File: src/rtl/cacheline_line_buffer.sv
// Line buffer between the L2 controller and a narrow burst memory port: serialises writebacks, deserialises fetches.
// Optional critical-word-first fetch is enabled by defining LINE_BUF_CWF_EN.
module cacheline_line_buffer #(
    parameter int LINE_WIDTH = 256,
    parameter int BEAT_WIDTH = 64,
    parameter int ADDR_WIDTH = 32
) (
    input  logic                  clk,
    input  logic                  rst_n,
    input  logic                  line_req_valid,
    output logic                  line_req_ready,
    input  logic                  line_req_write,
    input  logic [ADDR_WIDTH-1:0] line_req_addr,
    input  logic [LINE_WIDTH-1:0] line_req_wdata,
    output logic                  line_resp_valid,
    input  logic                  line_resp_ready,
    output logic [LINE_WIDTH-1:0] line_resp_rdata,
    output logic                  line_write_done,
    output logic                  mem_read,
    output logic                  mem_write,
    output logic [ADDR_WIDTH-1:0] mem_addr,
    output logic [BEAT_WIDTH-1:0] mem_wdata,
    input  logic                  mem_ready,
    input  logic                  mem_rvalid,
    input  logic [BEAT_WIDTH-1:0] mem_rdata
);

    localparam int BEATS  = LINE_WIDTH / BEAT_WIDTH;
    localparam int CNT_W  = $clog2(BEATS);
    localparam int OFF_W  = $clog2(LINE_WIDTH / 8);
    localparam int BOFF_W = $clog2(BEAT_WIDTH / 8);
`ifdef LINE_BUF_CWF_EN
    // Fetches keep the beat-select bits so the burst starts at the critical beat.
    localparam int FETCH_OFF_W = BOFF_W;
`else
    localparam int FETCH_OFF_W = OFF_W;
`endif
    localparam logic [ADDR_WIDTH-1:0] LINE_MASK  = ~ADDR_WIDTH'((1 << OFF_W) - 1);
    localparam logic [ADDR_WIDTH-1:0] FETCH_MASK = ~ADDR_WIDTH'((1 << FETCH_OFF_W) - 1);
    localparam logic [CNT_W-1:0]      LAST_BEAT  = CNT_W'(BEATS - 1);

    typedef enum logic [2:0] {
        LINE_IDLE,
        WAIT,
        SERIALIZE,
        DESERIALIZE,
        DESERIALIZE_DONE
    } line_buffer_state_t;

    line_buffer_state_t    state;
    logic [CNT_W-1:0]      cnt;
    logic [CNT_W-1:0]      rcv;
    logic [ADDR_WIDTH-1:0] addr_q;
    logic                  write_done_q;
    logic [BEAT_WIDTH-1:0] buf_q [BEATS];

    always_ff @(posedge clk) begin
        // NOTE: the line storage is cleared on reset too, so a partial fetch can never leak out later.
        if (!rst_n) begin
            state        <= LINE_IDLE;
            cnt          <= '0;
            rcv          <= '0;
            addr_q       <= '0;
            write_done_q <= 1'b0;
            for (int i = 0; i < BEATS; i++) buf_q[i] <= '0;
        end else begin
            write_done_q <= 1'b0;
            case (state)
                LINE_IDLE: begin
                    if (line_req_valid) begin
                        for (int i = 0; i < BEATS; i++)
                            buf_q[i] <= line_req_wdata[i*BEAT_WIDTH +: BEAT_WIDTH];
                        cnt <= '0;
                        rcv <= '0;
                        if (line_req_write) begin
                            addr_q <= line_req_addr & LINE_MASK;
                            state  <= SERIALIZE;
                        end else begin
                            addr_q <= line_req_addr & FETCH_MASK;
                            state  <= WAIT;
                        end
                    end
                end
                SERIALIZE: begin
                    if (mem_ready) begin
                        cnt <= cnt + CNT_W'(1);
                        if (cnt == LAST_BEAT) begin
                            state        <= LINE_IDLE;
                            write_done_q <= 1'b1;
                        end
                    end
                end
                WAIT: begin
                    // Beat-select bits are zero unless critical-word-first kept them.
                    if (mem_ready) begin
                        cnt   <= addr_q[OFF_W-1:BOFF_W];
                        state <= DESERIALIZE;
                    end
                end
                DESERIALIZE: begin
                    if (mem_rvalid) begin
                        buf_q[cnt] <= mem_rdata;
                        cnt        <= cnt + CNT_W'(1);
                        rcv        <= rcv + CNT_W'(1);
                        if (rcv == LAST_BEAT) state <= DESERIALIZE_DONE;
                    end
                end
                DESERIALIZE_DONE: begin
                    if (line_resp_ready) state <= LINE_IDLE;
                end
                default: state <= LINE_IDLE;
            endcase
        end
    end

    // Outputs decode only registered state, so they are glitch-free and zero outside their phase.
    always_comb begin
        // NOTE: every output gets a default first so no latch is inferred.
        line_req_ready  = (state == LINE_IDLE);
        line_resp_valid = (state == DESERIALIZE_DONE);
        line_write_done = write_done_q;
        mem_read        = (state == WAIT);
        mem_write       = (state == SERIALIZE);
        mem_addr        = '0;
        mem_wdata       = '0;
        line_resp_rdata = '0;
        if (state == SERIALIZE || state == WAIT) mem_addr = addr_q;
        if (state == SERIALIZE) mem_wdata = buf_q[cnt];
        if (state == DESERIALIZE_DONE) begin
            for (int i = 0; i < BEATS; i++)
                line_resp_rdata[i*BEAT_WIDTH +: BEAT_WIDTH] = buf_q[i];
        end
    end

endmodule

File: config.mk
export PLATFORM = sky130hd
export DESIGN_NAME = cacheline_line_buffer
export DESIGN_NICKNAME = d
export VERILOG_FILES = /design/src/rtl/cacheline_line_buffer.sv
export SDC_FILE = /design/constraint.sdc
export NUM_CORES = 1
export LEC_CHECK = 0
export BUFFER_PORTS_ARGS = -buffer_cell sky130_fd_sc_hd__buf_2
export CORE_AREA = 10 10 269 271
export CTS_BUF_LIST = sky130_fd_sc_hd__clkbuf_16
export CTS_CLUSTER_DIAMETER = 50
export DETAILED_ROUTE_END_ITERATION = 10
export DIE_AREA = 0 0 279 281
export HOLD_SLACK_MARGIN = 0.15
export PLACE_DENSITY = 0.52
export RECOVER_POWER = 50
export SETUP_SLACK_MARGIN = 0.4
export SLEW_MARGIN = 25
export SYNTH_ARGS = -nofsm -noshare
export SYNTH_HDL_FRONTEND = slang
export SYNTH_SLANG_ARGS = --single-unit
File: constraint.sdc
create_clock -name clk -period 4.75 [get_ports clk]
set_input_delay 0.2375 -clock clk [delete_from_list [all_inputs] [get_ports clk]]
set_output_delay 0.2375 -clock clk [all_outputs]
set_load 0.01 [all_outputs]
==> results.md, run 1 <==
- Gr usage total: 0.192
- Initial drt markers: 1120
- Final hold vios: 0
- Comb pwr share: 0.182
- First-pass GRT wire length: 114 mm
- Area contributors post-synth: edfxtp_1 (49%), a22o_1 (16%), and2_1 (12%)
- Critical path peak fanout: 121
- H-tree lvl count: 2
- Worst-Skew Late Latency: between 0.5 and 0.6 ns
- CP startpoint: state[0]
- Post-DP HPWL: 54.4 mm
- Main synth FF type: edfxtp_1
- Worst Setup Start Kind: flip-flop
- Die ar.: 78400 sq um
- Status: complete, but fails checks
- Sw Share: 0.263
- Clock Tree Root: clkbuf_16
- Req. time, crit path: 4.51 ns
- CTS clk-pin slew, worst paths: about 0.06 ns
- Share of the synthesized area in the top cell type: 0.493
- TritonCTS Sinks: 293
- Fin nets: roughly 2700
- Power Density: about 300 nW/um^2
- Asr flop ratio synth: 0
- Slew headroom: -0.410
- Rows: 95
- Worst path slowest cell: clkbuf_2
- Cell taking the most area after synthesis: edfxtp_1
- Maxcap violations: 2
- Vias in the first global route: 17700
- Cell chain of the critical path: nor3b_4 -> clkbuf_2 -> and2_0 -> buf_2
- CTS Buf Count: 44
- Layout cell share with drive strength beyond 1: 0.307
- Number of enable flip-flop cells after synthesis: between 200 and 300
- Area growth, synth to finish: 71.2%
- Drt pass-1 iters: 5
- Fin. max-slew vios: 194
- Vias per cell: between 4 and 5
- HP Start: line_req_write
- RSZ-0062 raised after global routing: no
- Dpl cells: 2665
- CTS tree: built
- Most used standard cell by instance count after synthesis: and2_1
- Clock Power Share: 0.402
- Static leakage: roughly 0.012 uW
- Critical Path Max Stage Delay: 1.45 ns
- Clock Skews: 0.0195 ns
- Final Cycle Share: 0.815
- DR DRC count: 0
- Synth unique cells: 35
- I/O Buffers: between 700 and 800
- Sw Pwr: 2120 uW
- DR WL/cell: roughly 24 um
- Chip width: between 200 and 300 um
- DR vias: 15800
- Core footprint: about 67000 sq um
- Max Root-Sink Buffers: 3
- Post-route minimum period: 3.87 ns
- Violated checks: capacitance limit, slew limit
- Post-synthesis sequential area ratio: 0.541
- Hold crit path type: input pin to flip-flop
- Largest net degree at the start of global routing: roughly 140
- Final Non-Filler Cells: 3290
- Resize count post-CTS: 0
- Worst reg2reg startpoint: state[0]
- FF/Latch Area: around 8400 sq um
- Setup tns final: 0 ns
- I/O pin count: 716
- Final wirelength: 79.0 mm
- Initial antenna violation count: 13
- Highest achievable clock rate: 0.258 GHz
- FILL cells: 6387
- Crit path buf inv count: 2
- Mean post-synth cell area: about 13 sq um
- Design internal power: a little under 6000 uW
- Total number of yosys warnings: 0
- Die H: 281 um
- FF+latch count, synth: 293
- Post-Syn Area: 15600 sq um
- Final Setup Violations: 0
- GP Congestion: 0.866
- Final ANT Viol Nets: 0
- Critical path class: flip-flop to primary output
- Critical path arrival: 3.63 ns
- Worst VDD drop: between 200 and 300 uV
- Post-synth top cells: and2_1 (288), a22o_1 (283), edfxtp_1 (256)
- Synth Instances: 1177
- CP Capture Type: primary output
- Initial Util: 0.233
- Register share of total power: 0.416
- Grt total ovfl: 0
- Cell family with most CP delay: buffers and inverters
- Slew @ Worst Pin: ~2.1 ns
- Multi-input logic area: 6600 sq um
==> kinds of logic (layout without fill, tap and decap cells) <==
group / count (synthesis) / count (layout) / synth area share
multiplexers: 72 / 72 / 0.0977
buffers and inverters: 127 / 1353 / 0.0389
AND/OR/NAND/NOR: 384 / 384 / 0.154
AO/OA/AOI/OAI: 294 / 294 / 0.164
adder cells (fa/ha/maj): 5 / 5 / 0.00401
flip-flops: 293 / 293 / 0.541
XOR/XNOR: 1 / 1 / 0.000562
other: 1 / 15 / 0.000241
==> sequential cells by signal (all words and copies together), names as in the netlist, named ones only <==
register,cells
line_write_done,1
state,3
cnt,2
addr_q,27
rcv,2
buf_q,256
==> worst register-to-register path: stages, from the launching register on <==
cell      delay [ns]
dfxtp_1         0.77
nor2b_1         0.14
a21oi_1         1.08
nand2b_2        0.94
buf_12          0.52
==> metrics by stage <==
step | hold WS, ns | setup WS [ns] | util | area (sq um) | total power [uW]
after floorplan | 0.363 | 1.41 | - | 15600 | 3930
after global placement | 0.449 | 1.20 | 0.299 | 20000 | 4490
after detailed placement | 0.452 | 1.34 | 0.300 | 20100 | 4530
after CTS | 0.150 | 1.29 | 0.402 | 26900 | 8140
after global routing | 0.220 | 0.575 | 0.399 | 26700 | 8390
final | 0.190 | 0.880 | 0.399 | 26700 | 8090
==> final timing paths <==
| path | to | slack (ns) | cells past startpoint |
|---|---|---|---|
| worst max-delay path | line_resp_rdata[125] | 0.88 | 4 |
| worst min-delay path | state[1] | 0.19 | 4 |
| worst max register to register | buf_q[1][1] | 0.98 | 4 |
| worst min register to register | addr_q[12] | 0.46 | 1 |
==> cell usage in the layout, fill, tap and decap left out, types with 12 or more instances in the layout <==
cell / instances
and2_0: 174
clkbuf_1: 138
a22o_1: 283
dlygate4sd3_1: 537
clkbuf_16: 45
nor2b_1: 67
buf_2: 571
and2_1: 110
buf_4: 15
dfxtp_1: 35
inv_1: 12
mux4_2: 64
edfxtp_1: 256
==> final cells by class <==
cell class                      instances  share of cell area
Sequential cell                       293               0.316
Inverter                                4            0.000563
Clock inverter                         33              0.0119
Clock buffer                           45              0.0422
Timing Repair Buffer                 1271               0.340
Tap cell                              873              0.0409
Antenna cell                           10            0.000938
Multi-Input combinational cell        761               0.247
==> power groups by stage <==
stage          Clock, uW  Sequential, uW  Combinational, uW
2_1_floorplan          0            3290                636
3_3_place_gp           0            3400               1100
3_5_place_dp           0            3410               1120
4_1_cts             3300            3360               1480
5_1_grt             3420            3400               1570
6_report            3250            3360               1470
==> what timing repair did <==
| action | in CTS | in global routing |
|---|---|---|
| setup buffers | 0 | 0 |
| hold buffers | 537 | 0 |
| endpoints found under the hold margin | 292 | 0 |
==> metal layers <==
metal,share of wire,wire length [um],GRT usage,vias up
met3,0.083,6540,0.0532,213
li1,-,-,-,6928
met2,0.50,39600,0.339,922
met4,0.044,3480,0.0881,10
met1,0.37,29400,0.212,7776
met5,0.00075,59,0,-
(Power assumes the default switching activity.)
==> run 2: changes to the inputs <==
Clock period 4.75 ns to 3.9 ns, I/O delays scaled along.
==> run 2 against run 1 <==
Against the previous run: the flow now finishes without violations; flip-flop and latch count stayed put; clock skew is 0.00087 ns lower; setup slack worse by 0.37 ns; critical endpoint is now mem_wdata[57]; count of clock-buffer cells in the layout is 4 higher.
==> results.md, run 2 (synthesized netlist as in run 1, its figures left out) <==
- CTS Hold Buffers Added: 541 (was 537)
- Worst VDD drop: 256 uV (was 265 uV)
- I/O Buffers: 705 (unchanged)
- Layout cell share with drive strength beyond 1: 0.315 (was 0.307)
- Initial drt markers: 1043 (was 1120)
- First-pass GRT wire length: 113 mm (was 114 mm)
- Setup Fix Bufs, Post-CTS: 0 (unchanged)
- Critical path peak fanout: 58 (was 121)
- Hold Path Sink: addr_q[7] (was state[1])
- Die H: 281 um (unchanged)
- Gr usage total: 0.191 (was 0.192)
- Static leakage: 0.0119 uW (was 0.0118 uW)
- Resize count post-CTS: 0 (unchanged)
- Vias per cell: 4.83 (was 4.82)
- Power Density: 372 nW/um^2 (was 303 nW/um^2)
- Most flop-heavy register: buf_q (unchanged)
- TritonCTS Sinks: 293 (unchanged)
- I/O pin count: 716 (unchanged)
- Slew headroom: 0.133 (was -0.410)
- Critical path class: flip-flop to primary output (unchanged)
- DR vias: 15900 (was 15800)
- Worst path slowest cell: nand2b_4 (was clkbuf_2)
- Critical path arrival: 3.20 ns (was 3.63 ns)
- Most common cell after layout, fill and taps aside: buf_2 (unchanged)
- Largest regs: buf_q: 256 flops, addr_q: 27 flops, state: 3 flops (unchanged)
- Grt total ovfl: 0 (unchanged)
- CTS clk-pin slew, worst paths: 0.06 ns (about the same)
- Final ANT Viol Nets: 0 (unchanged)
- Fin. max-slew vios: 0 (was 194)
- Clock Skews: 0.0187 ns (was 0.0195 ns)
- Critical Path Max Stage Delay: 0.67 ns (was 1.45 ns)
- Rows: 95 (unchanged)
- Hold crit path type: input pin to flip-flop (unchanged)
- R2r worst-path depth: 6 (was 4)
- Drt pass-1 iters: 5 (unchanged)
- Initial Util: 0.233 (unchanged)
- Max Root-Sink Buffers: 3 (unchanged)
- Status: finished clean (was complete, but fails checks)
- Chip width: 279 um (unchanged)
- Core footprint: 66800 sq um (unchanged)
- RSZ-0062 raised after global routing: no (unchanged)
- H-tree lvl count: 2 (unchanged)
- HP Start: line_req_addr[7] (was line_req_write)
- Reg-to-Reg End: buf_q[3][43] (was buf_q[1][1])
- CP Capture Type: primary output (unchanged)
- Setup tns final: 0 ns (unchanged)
- Hold Path Stages: 3 (was 4)
- Multi-input logic area: 6590 sq um (was 6600 sq um)
- Area growth, synth to finish: 72.0% (was 71.2%)
- Die ar.: 78400 sq um (unchanged)
- Final wirelength: 78.7 mm (was 79.0 mm)
- GP Congestion: 0.856 (was 0.866)
- CTS Buf Count: 46 (was 44)
- Cell chain of the critical path: nor2b_1 -> nand2b_4 -> buf_4 -> nor2b_1 -> buf_2 (was nor3b_4 -> clkbuf_2 -> and2_0 -> buf_2)
- Highest achievable clock rate: about 0.3 GHz
- Fin nets: 2744 (was 2739)
- Largest net degree at the start of global routing: 137 (unchanged)
- Initial antenna violation count: 18 (was 13)
- Worst Setup Start Kind: flip-flop (unchanged)
- Max reg flops: 256 (unchanged)
- Worst reg2reg startpoint: state[1] (was state[0])
- FILL cells: 6440 (was 6387)
- FF-to-FF setup slack: 0.55 ns (was 0.98 ns)
- Clock Tree Root: clkbuf_16 (unchanged)
- Slew @ Worst Pin: 1.30 ns (was 2.12 ns)
- Final Setup Violations: 0 (unchanged)
- FF/Latch Area: 8440 sq um (unchanged)
- Final hold vios: 0 (unchanged)
- Post-DP HPWL: 53.6 mm (was 54.4 mm)
- Worst-Skew Late Latency: 0.57 ns (was 0.56 ns)
- Most frequent cells in the layout: buf_2 (589), dlygate4sd3_1 (541), a22o_1 (283) (was buf_2 (571), dlygate4sd3_1 (537), a22o_1 (283))
- WHS: 0.392 ns (was 0.190 ns)
- Req. time, crit path: 3.70 ns (was 4.51 ns)
- Final Cycle Share: 0.870
- DR DRC count: 0 (unchanged)
- CTS tree: built (unchanged)
- Post-route minimum period: about 3.4 ns
- DR WL/cell: 23.9 um (was 24.0 um)
- Cell seen most often among critical-path stages: nor2b_1
- Maxcap violations: 0 (was 2)
- Vias in the first global route: 18000 (was 17700)
==> run 2: cell count changes in the layout (fill, tap and decap cells not counted), sizes merged <==
cell / change
buf: +16
clkbuf: -13
clkinvlp: +7
inv: -5
dlygate4sd3: +4
bufinv: -2
clkinv: +2
==> run 2: final cells by class <==
type | instances | area share
repair buffers | 1274 | 0.340
multi-input cells | 761 | 0.246
diodes | 10 | 0.000934
well taps | 873 | 0.0408
clock buffers | 49 | 0.0458
clock inverters | 35 | 0.0111
flip-flops and latches | 293 | 0.315
inverters | 4 | 0.000560
==> run 2: per-stage QoR <==
step	power [uW]	area, sq um	cells	setup WS, ns	util
floorplan	4780	15600	1181	0.564	-
global placement	5480	20100	2664	1.20	0.300
detailed placement	5510	20100	2664	1.17	0.300
CTS	10100	27000	3289	0.637	0.404
global route	10300	26800	3297	0.356	0.401
finish	9970	26800	3299	0.509	0.401
==> run 2: report_power, final <==
part	internal, uW	total (uW)	leakage (uW)	switching [uW]
clock network	2490	4080	0.000738	1590
logic	981	1820	0.00813	837
registers	3850	4070	0.00306	225
total	7320	9970	0.0119	2650
==> run 2: worst max path at each step <==
stage | start | end | slack [ns]
final | state[1] | mem_wdata[57] | 0.51
after global routing | state[1] | mem_wdata[57] | 0.36
after CTS | state[1] | buf_q[3][18] | 0.64
after detailed placement | state[1] | buf_q[3][35] | 1.17
after global placement | state[1] | buf_q[3][34] | 1.20
after floorplan | state[2] | buf_q[3][0] | 0.56
==> run 2: critical path: cells and delay by family (launching register included) <==
kind	cells	cell delay, ns
buf+inv	2	0.58
simple gates	3	1.40
flops	1	0.61
==> run 2: metal layers <==
metal  GRT usage  up-vias  share of wire
li1            -     6942              -
met1       0.206     7773           0.36
met2       0.336      971           0.50
met3      0.0568      242          0.088
met4      0.0992       16          0.049
met5           0        -         0.0012
